`config.mk`:
```
export PLATFORM = sky130hd
export DESIGN_NAME = pipelined_barrel_shifter
export DESIGN_NICKNAME = d
export VERILOG_FILES = /design/src/rtl/pipelined_barrel_shifter.sv
export SDC_FILE = /design/constraint.sdc
export NUM_CORES = 1
export LEC_CHECK = 0
export CAP_MARGIN = 20
export CORE_ASPECT_RATIO = 1.4
export CORE_MARGIN = 3
export CORE_UTILIZATION = 35
export CTS_BUF_LIST = sky130_fd_sc_hd__clkbuf_4 sky130_fd_sc_hd__clkbuf_8 sky130_fd_sc_hd__clkbuf_16
export DETAILED_ROUTE_END_ITERATION = 16
export MAX_ROUTING_LAYER = met4
export PLACE_DENSITY_LB_ADDON = 0.3
export SLEW_MARGIN = 15
export SYNTH_ARGS = -nofsm -noshare
export SYNTH_HDL_FRONTEND = slang
export SYNTH_SLANG_ARGS = --single-unit
```
`constraint.sdc`:
```
create_clock -name clk -period 5.3 [get_ports clk]
set_input_delay 0.53 -clock clk [delete_from_list [all_inputs] [get_ports clk]]
set_output_delay 0.53 -clock clk [all_outputs]
set_load 0.05 [all_outputs]
```
`src/rtl/pipelined_barrel_shifter.sv`:
```
// ----------------------------------------------------------------------------
// pipelined_barrel_shifter
//
// Pipelined shift/rotate unit for the ALU execute path. The log2(WIDTH) mux
// layers (layer k moves the operand by 2^k when amount bit k is set) are
// spread across STAGES register stages. Each stage register holds partial
// data, the amount bits, op, word flag, tag and a valid bit.
//
// Ops (in_op): 000 SLL, 001 SRL, 010 SRA, 011 ROL, 100 ROR, others pass.
// Word mode (in_word=1): operate on the low WIDTH/2 bits with the amount
// taken mod WIDTH/2, then sign-extend bit WIDTH/2-1 into the upper half.
//
// Ports:
//   clk, rst               clock, synchronous active-high reset
//   in_valid / in_ready    request handshake
//   in_data, in_amt        operand and shift/rotate amount
//   in_op, in_word, in_tag operation, word-mode flag, opaque sideband tag
//   out_valid / out_ready  result handshake
//   out_data, out_tag      result and the tag of the producing request
//
// Handshake: a transfer happens on a rising edge where valid && ready.
// Stage s advances when its register is empty or stage s+1 advances; the
// last stage advances when out_ready=1 or it is empty. in_ready is the
// advance signal of stage 0, so it depends combinationally on out_ready.
// A stalled output holds out_data/out_tag stable.
// ----------------------------------------------------------------------------
module pipelined_barrel_shifter #(
  parameter int WIDTH  = 64,
  parameter int STAGES = 2,
  parameter int TAG_W  = 5
) (
  input  logic                       clk,
  input  logic                       rst,
  input  logic                       in_valid,
  output logic                       in_ready,
  input  logic [WIDTH-1:0]           in_data,
  input  logic [$clog2(WIDTH)-1:0]   in_amt,
  input  logic [2:0]                 in_op,
  input  logic                       in_word,
  input  logic [TAG_W-1:0]           in_tag,
  output logic                       out_valid,
  input  logic                       out_ready,
  output logic [WIDTH-1:0]           out_data,
  output logic [TAG_W-1:0]           out_tag
);

  localparam int LOG  = $clog2(WIDTH);
  localparam int HALF = WIDTH / 2;

  localparam logic [2:0] OP_SLL = 3'b000;
  localparam logic [2:0] OP_SRL = 3'b001;
  localparam logic [2:0] OP_SRA = 3'b010;
  localparam logic [2:0] OP_ROL = 3'b011;
  localparam logic [2:0] OP_ROR = 3'b100;

  // One mux layer: move d by sh positions. In word mode only the low half
  // is touched; the upper half is overwritten by sign extension at the end.
  function automatic logic [WIDTH-1:0] layer_fn(input logic [WIDTH-1:0] d,
                                                input int sh,
                                                input logic [2:0] op,
                                                input logic word);
    logic [WIDTH-1:0]        f;
    logic signed [WIDTH-1:0] fs;
    logic [HALF-1:0]         h;
    logic [HALF-1:0]         hr;
    logic signed [HALF-1:0]  hs;
    f  = d;
    fs = d;
    h  = d[HALF-1:0];
    hs = d[HALF-1:0];
    hr = h;
    if (word) begin
      case (op)
        OP_SLL:  hr = h << sh;
        OP_SRL:  hr = h >> sh;
        OP_SRA:  hr = hs >>> sh;
        OP_ROL:  hr = (h << sh) | (h >> (HALF - sh));
        OP_ROR:  hr = (h >> sh) | (h << (HALF - sh));
        default: hr = h;
      endcase
      f = {d[WIDTH-1:HALF], hr};
    end else begin
      case (op)
        OP_SLL:  f = d << sh;
        OP_SRL:  f = d >> sh;
        OP_SRA:  f = fs >>> sh;
        OP_ROL:  f = (d << sh) | (d >> (WIDTH - sh));
        OP_ROR:  f = (d >> sh) | (d << (WIDTH - sh));
        default: f = d;
      endcase
    end
    return f;
  endfunction

  // All layers owned by stage s: layer k lives in stage floor(k*STAGES/LOG).
  function automatic logic [WIDTH-1:0] stage_fn(input logic [WIDTH-1:0] d,
                                                input logic [LOG-1:0] amt,
                                                input logic [2:0] op,
                                                input logic word,
                                                input int s);
    logic [WIDTH-1:0] x;
    x = d;
    for (int k = 0; k < LOG; k++) begin
      if (((k * STAGES) / LOG == s) && amt[k]) begin
        x = layer_fn(x, 1 << k, op, word);
      end
    end
    return x;
  endfunction

  // Stage registers
  logic [STAGES-1:0] r_valid;
  logic [WIDTH-1:0]  r_data [STAGES];
  logic [LOG-1:0]    r_amt  [STAGES];
  logic [2:0]        r_op   [STAGES];
  logic [STAGES-1:0] r_word;
  logic [TAG_W-1:0]  r_tag  [STAGES];

  // Stage inputs (port for stage 0, previous register otherwise) and results
  logic [STAGES-1:0] w_src_valid;
  logic [WIDTH-1:0]  w_src_data [STAGES];
  logic [LOG-1:0]    w_src_amt  [STAGES];
  logic [2:0]        w_src_op   [STAGES];
  logic [STAGES-1:0] w_src_word;
  logic [TAG_W-1:0]  w_src_tag  [STAGES];
  logic [WIDTH-1:0]  w_res      [STAGES];
  logic [STAGES:0]   w_adv;

  always_comb begin
    w_src_valid[0] = in_valid;
    w_src_data[0]  = in_data;
    // Word mode drops the amount MSB so the shift is taken mod WIDTH/2.
    w_src_amt[0]   = in_word ? {1'b0, in_amt[LOG-2:0]} : in_amt;
    w_src_op[0]    = in_op;
    w_src_word[0]  = in_word;
    w_src_tag[0]   = in_tag;
    for (int s = 1; s < STAGES; s++) begin
      w_src_valid[s] = r_valid[s-1];
      w_src_data[s]  = r_data[s-1];
      w_src_amt[s]   = r_amt[s-1];
      w_src_op[s]    = r_op[s-1];
      w_src_word[s]  = r_word[s-1];
      w_src_tag[s]   = r_tag[s-1];
    end
    for (int s = 0; s < STAGES; s++) begin
      w_res[s] = stage_fn(w_src_data[s], w_src_amt[s], w_src_op[s], w_src_word[s], s);
    end
    // Word results (all ops, including pass-through) are sign-extended once
    // all layers have been applied.
    if (w_src_word[STAGES-1]) begin
      w_res[STAGES-1][WIDTH-1:HALF] = {HALF{w_res[STAGES-1][HALF-1]}};
    end
  end

  // Stall chain from the output back to the input; bubbles collapse because
  // an empty stage always advances.
  always_comb begin
    w_adv[STAGES] = out_ready;
    for (int s = STAGES - 1; s >= 0; s--) begin
      w_adv[s] = !r_valid[s] || w_adv[s+1];
    end
  end

  always_ff @(posedge clk) begin
    if (rst) begin
      r_valid <= '0;
      r_word  <= '0;
      for (int s = 0; s < STAGES; s++) begin
        r_data[s] <= '0;
        r_amt[s]  <= '0;
        r_op[s]   <= '0;
        r_tag[s]  <= '0;
      end
    end else begin
      for (int s = 0; s < STAGES; s++) begin
        if (w_adv[s]) begin
          r_valid[s] <= w_src_valid[s];
          // Payload only moves with a real request, keeping idle data quiet.
          if (w_src_valid[s]) begin
            r_data[s] <= w_res[s];
            r_amt[s]  <= w_src_amt[s];
            r_op[s]   <= w_src_op[s];
            r_word[s] <= w_src_word[s];
            r_tag[s]  <= w_src_tag[s];
          end
        end
      end
    end
  end

  assign in_ready  = w_adv[0];
  assign out_valid = r_valid[STAGES-1];
  assign out_data  = r_data[STAGES-1];
  assign out_tag   = r_tag[STAGES-1];

endmodule

```
# Yosys cells after proc, flatten, opt, wreduce, memory -nomap -nowiden
# Memory sizes are Yosys's and may differ from the RTL's.
# Index checks and enable logic that the tools add are counted.
[totals]
memories = 4
ramBits = 156
reg_bits = 3
[op_classes]
bitwise = 28
n_reduce_logical = 9
eq_ne = 8
mux = 44
[mem_list]
columns = ["name", "depth", "word_bits", "read_ports", "rd_clocked_by_memory_dff", "wr", "line_no", "text"]
rows = [
  ["r_data", 2, 64, 2, 0, 2, "113", "logic [WIDTH-1:0] r_data [STAGES];"],
  ["r_amt", 2, 6, 1, 0, 2, "114", "logic [LOG-1:0] r_amt [STAGES];"],
  ["r_tag", 2, 5, 2, 0, 2, "117", "logic [TAG_W-1:0] r_tag [STAGES];"],
  ["r_op", 2, 3, 1, 0, 2, "115", "logic [2:0] r_op [STAGES];"],
]
[ops]
columns = ["op", "n"]
rows = [
  ["$pmux W64 S5", 5],
  ["$mux W64", 14],
  ["$pmux W32 S5", 4],
  ["$pmux W64 S4", 1],
  ["$pmux W32 S4", 1],
  ["$or A32 B64 Y64", 1],
  ["$or A48 B64 Y64", 1],
  ["$or A56 B64 Y64", 1],
  ["$or A60 B64 Y64", 1],
  ["$or A62 B64 Y64", 1],
  ["$or A63 B64 Y64", 1],
  ["$or A64 B1 Y64", 1],
  ["$or A64 B16 Y64", 1],
  ["$or A64 B2 Y64", 1],
  ["$or A64 B4 Y64", 1],
  ["$or A64 B8 Y64", 1],
  ["$pmux W32 S2", 1],
  ["$mux W32", 1],
  ["$or A16 B32 Y32", 1],
  ["$or A24 B32 Y32", 1],
  ["$or A28 B32 Y32", 1],
  ["$or A30 B32 Y32", 1],
  ["$or A31 B32 Y32", 1],
  ["$or A32 B1 Y32", 1],
  ["16 further kinds", 45],
]

# Logic depth before layout (Yosys ltp)
# Gate-level depths: netlist (run 1).
# An unclocked memory read counts as a cell.
[depth]
ltp_word = 15
ltp_mapped = 11

# Worst setup path before layout (run 1)
# OpenSTA, ideal clock, no wires.
[synth_path]
kind = "reg2reg"
from = "register r_valid[1]"
to = "memory r_data[1][36] (netlist: r_data[0][100]) (enable)"
setup_ns = 0.510
stages_incl_launch_ff = 3
path_buffers = 0
slack_ns = 0.895
arrival_ns = 3.895
synth_period_minus_slack_ns = 4.405
path_cell_list = "dfxtp_1 nor2b_1 o21bai_1"
[synth_rtl]
columns = ["item", "line_no", "text"]
rows = [
  ["start, declared", "112", "logic [STAGES-1:0] r_valid;"],
  ["start signal, assigned by index", "177", "r_valid[s] <= w_src_valid[s];"],
  ["end, declared", "113", ""],
]

==> impl_metrics.py, run 1 <==
metrics = {
    "drt": {
        "first_iter_violations": 2382,
        "firstDrtPassIters": 6,
        "ant_nets": 0,
        "wire_per_inst_um": 26.3,
        "drc_errors": 0,
        "vias": 17500,
        "routed_wl_um": 67300,
        "vias_per_cell": 6.86,
    },
    "critical_path": {
        "cp_max_fo": 18,
        "cp_data_arrival_time_ps": 4150,
        "critical_path_class": "reg -> reg",
        "worstSetupStartpointType": "flop",
        "worstSetupEndpointType": "flop",
        "r2r_cells": 8,
        "worstPathRequired_ps": 5410,
    },
    "sta": {
        "fin_setup_tns_ps": 0,
        "finalHoldViolations": 0,
        "fin_skew_ps": 11.8,
        "fmax_mhz": 247,
        "tightestPinTransition_ps": 1150,
        "rsz0062_at_grt": "no",
        "final_max_slew_viol_count": 0,
        "finalCritPeriodShare": 0.764,
        "setup_viol": 0,
        "max_slew_margin": 0.228,
        "period_needed_ps": 4050,
    },
    "cts": {
        "clk_latency_ps": 450,
        "cts.sinks": 147,
        "cts-htree-levels": 4,
        "ctsLongestPathBuffers": 2,
        "postCtsResizedCells": 0,
        "cts_tree": "done",
        "post_cts_buffers": 0,
        "cts_made_buffers": 17,
        "clkSlewWorstSetupHoldPaths_ps": 60,
        "cts_root_buffer": "clkbuf_16",
        "holdBufCountCts": 0,
    },
    "synth": {
        "synth_seq_area_share": 0.279,
        "yosysUniqueCellTypes": 87,
        "async_flop_share": 0,
        "synth_area_mm2": 0.0157,
        "ys_seq_elements": 147,
        "syn_area_per_cell_um2": 7.83,
        "ys.flop_type": "edfxtp_1",
        "synth-edff-count": 144,
        "synthCells": 2005,
        "synth_nets": 2088,
        "yosysWarnings": 0,
    },
    "floorplan": {
        "dieArea_mm2": 0.0475,
        "core_area_mm2": 0.0442,
        "start_util": 0.355,
        "rows": 91,
        "num_io_pins": 154,
        "die_h_um": 257,
        "die_w_um": 185,
    },
    "place": {
        "portBuffers": 153,
        "dp_hpwl_um": 50600,
        "gp_congestion": 1.02,
        "dp.cells": 2526,
    },
    "worst_hold_path": {
        "hp-class": "reg -> reg",
        "hold_depth": 1,
    },
    "grt": {
        "grt_pass1_vias": 16300,
        "grt_usage": 0.282,
        "antenna_found_initial": 0,
        "gr-total-overflow": 0,
        "grt_max_degree": 70,
        "grt_first_pass_wirelength_um": 102000,
    },
    "finish": {
        "antennaDiodeCount": 0,
        "layout.cells.non_filler": 2556,
        "drive_gt1_frac": 0.103,
        "fillCellCount": 4539,
        "syn2layout_area_growth_pct": 13.4,
        "nets": 2070,
    },
    "power": {
        "powerDensity_mw_per_mm2": 267,
        "leakage_nw": 6.01,
        "ir_worst_vdd_mv": 0.219,
    },
    "status": {
        "status": "finished clean",
    },
    "run": {
        "drv_cap": 0,
    },
}
-- kinds of logic (layout without fill, tap and decap cells) --
family | after synthesis | in the layout | share of synthesized area
AO/OA/AOI/OAI | 900 | 900 | 0.391
multiplexers | 66 | 66 | 0.0494
flip-flops | 147 | 147 | 0.279
XOR/XNOR | 5 | 5 | 0.00494
AND/OR/NAND/NOR | 593 | 593 | 0.178
buffers and inverters | 294 | 287 | 0.0978
-- critical path: stages (launching register included) --
cell      delay [ps]
edfxtp_1         800
buf_4            370
nor2_1            80
a21oi_1          750
nor2_1           380
nand2_1          210
a221oi_2         110
o21ai_1          670
o311ai_1         340
-- state kept, by name, indices dropped and copies added (netlist names) --
register / flops
r_tag: 10
r_word: 1
r_data: 128
r_amt: 3
r_op: 3
r_valid: 2
-- path summary, 6_finish.rpt --
| kind | startpoint | endpoint | slack [ps] |
|---|---|---|---|
| setup / recovery | r_op[0][1] | r_data[0][105] | 1250 |
| hold / removal | r_tag[0][1] | r_tag[0][6] | 510 |
| setup reg to reg | r_op[0][1] | r_data[0][105] | 1250 |
| hold reg to reg | r_tag[0][1] | r_tag[0][6] | 510 |
-- cells in the mapped netlist (11+ instances only) --
cell	instances	area [um2]
a21oi_1	221	1110
nand2_1	178	668
nor2_1	171	642
edfxtp_1	144	4320
o21ai_0	139	696
clkbuf_1	97	364
buf_2	84	420
buf_4	79	593
a31oi_1	75	469
nand3_1	70	350
o211ai_1	61	458
a211oi_1	49	368
a221oi_1	44	385
nor3_1	38	190
mux2i_1	37	370
o221ai_1	35	307
a22oi_1	30	225
and2_1	24	150
o22ai_1	24	150
mux2_2	22	248
o31ai_1	22	165
nand2b_1	21	131
a221o_1	18	180
inv_1	17	63.8
nor2b_1	17	106
a311oi_1	16	140
a32oi_1	14	123
buf_1	13	48.8
o21a_1	13	97.6
a22o_1	11	96.3
and3_1	11	68.8
o21ai_1	11	55.1
o32ai_1	11	96.3
or3_1	11	68.8
-- layout by cell type, fill, tap and decap left out, types with 35 or more instances in the layout --
master / n
o221ai_1: 35
nor3_1: 37
nand2_1: 177
nand3_1: 70
o211ai_1: 61
nor2_1: 168
edfxtp_1: 144
a221oi_1: 44
a211oi_1: 49
a21oi_1: 221
a31oi_1: 75
mux2i_1: 37
buf_4: 83
clkdlybuf4s50_1: 151
o21ai_0: 138
-- metal layers --
metal / share of wire / GRT usage / up-vias
met5: 0 / - / -
met4: 0.069 / 0.165 / 0
met3: 0.077 / 0.0325 / 255
met2: 0.47 / 0.450 / 1203
met1: 0.38 / 0.344 / 8337
li1: - / - / 7736
-- through the flow --
step           total power [W]   util  instance area [um2]  setup WS (ps)  hold WS [ps]
2_1_floorplan          0.00290      -                15700            895           478
3_3_place_gp           0.00352  0.390                17200           1170           500
3_5_place_dp           0.00353  0.390                17200           1100           507
4_1_cts                0.00474  0.403                17800           1400           522
5_1_grt                0.00497  0.403                17800           1030           540
6_report               0.00476  0.403                17800           1250           515
-- area by class of cell --
type	instances	area [um2]	area share
clock buffers	20	448	0.0252
clock inverters	10	136	0.00766
inverters	17	63.8	0.00358
multi-input cells	1564	9850	0.553
flip-flops and latches	147	4380	0.246
well taps	558	698	0.0392
repair buffers	240	2220	0.125
-- where the power goes --
group / internal [W] / leakage [nW] / switching (W)
clock network: 0.000745 / 0.284 / 0.000445
logic: 0.000663 / 4.15 / 0.00135
registers: 0.00142 / 1.58 / 0.000126
Note: power is estimated with default switching activity, not from simulation.
==> inputs of run 2 (changes only) <==
==> constraint.sdc (replaced) <==
create_clock -name clk -period 3.35 [get_ports clk]
set_input_delay 0.335 -clock clk [delete_from_list [all_inputs] [get_ports clk]]
set_output_delay 0.335 -clock clk [all_outputs]
set_load 0.05 [all_outputs]
==> impl_metrics.py, run 2 (synthesis results as in run 1) <==
metrics = {
    "power": {
        "ir_worst_vdd_mv": 0.321,
        "leakage_nw": 6.72,
        "powerDensity_mw_per_mm2": 421,
    },
    "finish": {
        "layout_common_cells": "a21oi_1, buf_4, nand2_1",
        "layout_commonest_cell": "a21oi_1",
        "nets": 2208,
        "syn2layout_area_growth_pct": 21.1,
        "fillCellCount": 4494,
        "regMostFlops": "r_data",
        "drive_gt1_frac": 0.162,
        "antennaDiodeCount": 0,
        "reg.largest.list": "r_data (128), r_tag (10)",
        "layout.cells.non_filler": 2696,
        "largest_reg_flops": 128,
    },
    "worst_hold_path": {
        "hp-class": "reg -> reg",
    },
    "critical_path": {
        "cp_max_fo": 8,
        "worstSetupEndpointType": "flop",
        "critical_path_class": "reg -> reg",
        "cp_data_arrival_time_ps": 3470,
        "worstSetupStartpointType": "flop",
        "worstPathRequired_ps": 3640,
    },
    "sta": {
        "layout_setup_ws_ps": 163,
        "finalHoldViolations": 0,
        "fin_setup_tns_ps": 0,
        "period_needed_ps": 3190,
        "fmax_mhz": 314,
        "final_max_slew_viol_count": 0,
        "max_slew_margin": 0.374,
        "setup_viol": 0,
        "rsz0062_at_grt": "no",
        "fin_skew_ps": 11.2,
        "tightestPinTransition_ps": 936,
        "finalCritPeriodShare": 0.951,
    },
    "drt": {
        "met3WireLength_um": 4790,
        "vias_per_cell": 6.72,
        "wl_met2_um": 36500,
        "vias": 18100,
        "top_layer_used": "met4",
        "wl_met1_um": 27500,
        "routed_wl_um": 75700,
        "first_iter_violations": 1878,
        "firstDrtPassIters": 7,
        "wire_per_inst_um": 28.1,
        "drc_errors": 0,
        "ant_nets": 0,
    },
    "floorplan": {
        "core_area_mm2": 0.0442,
        "die_h_um": 257,
        "die_w_um": 185,
        "rows": 91,
        "dieArea_mm2": 0.0475,
        "start_util": 0.355,
        "num_io_pins": 154,
    },
    "cts": {
        "ctsLongestPathBuffers": 2,
        "clk_latency_ps": 460,
        "clkSlewWorstSetupHoldPaths_ps": 60,
        "cts.sinks": 147,
        "cts_root_buffer": "clkbuf_16",
        "holdBufCountCts": 0,
        "cts-htree-levels": 4,
        "cts_made_buffers": 17,
        "cts_tree": "done",
    },
    "grt": {
        "gr-total-overflow": 0,
        "antenna_found_initial": 0,
        "grt_first_pass_wirelength_um": 113000,
        "grt_pass1_vias": 17400,
        "grt_usage": 0.320,
        "grt_max_degree": 70,
    },
    "run": {
        "drv_cap": 0,
    },
    "place": {
        "dp_slack_ps": -101,
        "gp_congestion": 1.05,
        "portBuffers": 153,
        "dp_hpwl_um": 59300,
        "dp.cells": 2661,
    },
    "status": {
        "status": "finished clean",
    },
}
-- run 2: changes by cell type in the layout (fill, tap and decap cells not counted), sizes merged --
cell      before  now
clkinvlp       2    4
clkbuf        20   19
buf           89  227
clkinv         5    6
-- run 2: routing by layer --
layer	vias up	GRT usage
li1	8028	-
met1	8617	0.356
met2	1146	0.519
met3	336	0.0377
met4	0	0.244
met5	-	-
-- run 2: layout make-up --
class,count,area [um2],area share
well taps,558,698,0.0367
clock buffers,19,447,0.0235
flip-flops and latches,147,4380,0.231
repair buffers,378,3400,0.179
inverters,17,63.8,0.00336
multi-input cells,1564,9860,0.519
clock inverters,13,161,0.00849
-- run 2: critical path: stages (launching register included) --
cell,delay (ps)
edfxtp_1,550
buf_4,240
o21a_1,240
a21oi_2,340
buf_4,250
a221oi_1,80
a21oi_1,570
a221oi_1,260
nor3_1,240
o311a_1,250
-- run 2: path summary, 6_finish.rpt --
path	slack (ps)	from	end	depth (start not counted)
max	160	r_op[0][0]	r_data[0][67]	9
min	520	r_tag[0][3]	r_tag[0][8]	1
max reg2reg	160	r_op[0][0]	r_data[0][67]	9
min reg2reg	520	r_tag[0][3]	r_tag[0][8]	1
-- run 2: per-stage QoR --
stage / hold slack (ps) / util / power [W] / area, um2
2_1_floorplan: 404 / - / 0.00459 / 15700
3_3_place_gp: 498 / 0.416 / 0.00595 / 18400
3_5_place_dp: 512 / 0.416 / 0.00595 / 18400
4_1_cts: 509 / 0.430 / 0.00794 / 19000
5_1_grt: 535 / 0.430 / 0.00830 / 19000
6_report: 523 / 0.430 / 0.00800 / 19000
-- run 2: report_power, final --
part           switching [W]  internal (W)  total, W
registers           0.000222       0.00225   0.00247
clock network       0.000777       0.00119   0.00197
logic                0.00230       0.00126   0.00356
total                0.00330       0.00470   0.00800
-- run 2: timing repair --
item / CTS / global route
buffers inserted: 0 / 3
setup endpoints to repair: 0 / 9
resized for setup: 0 / 2
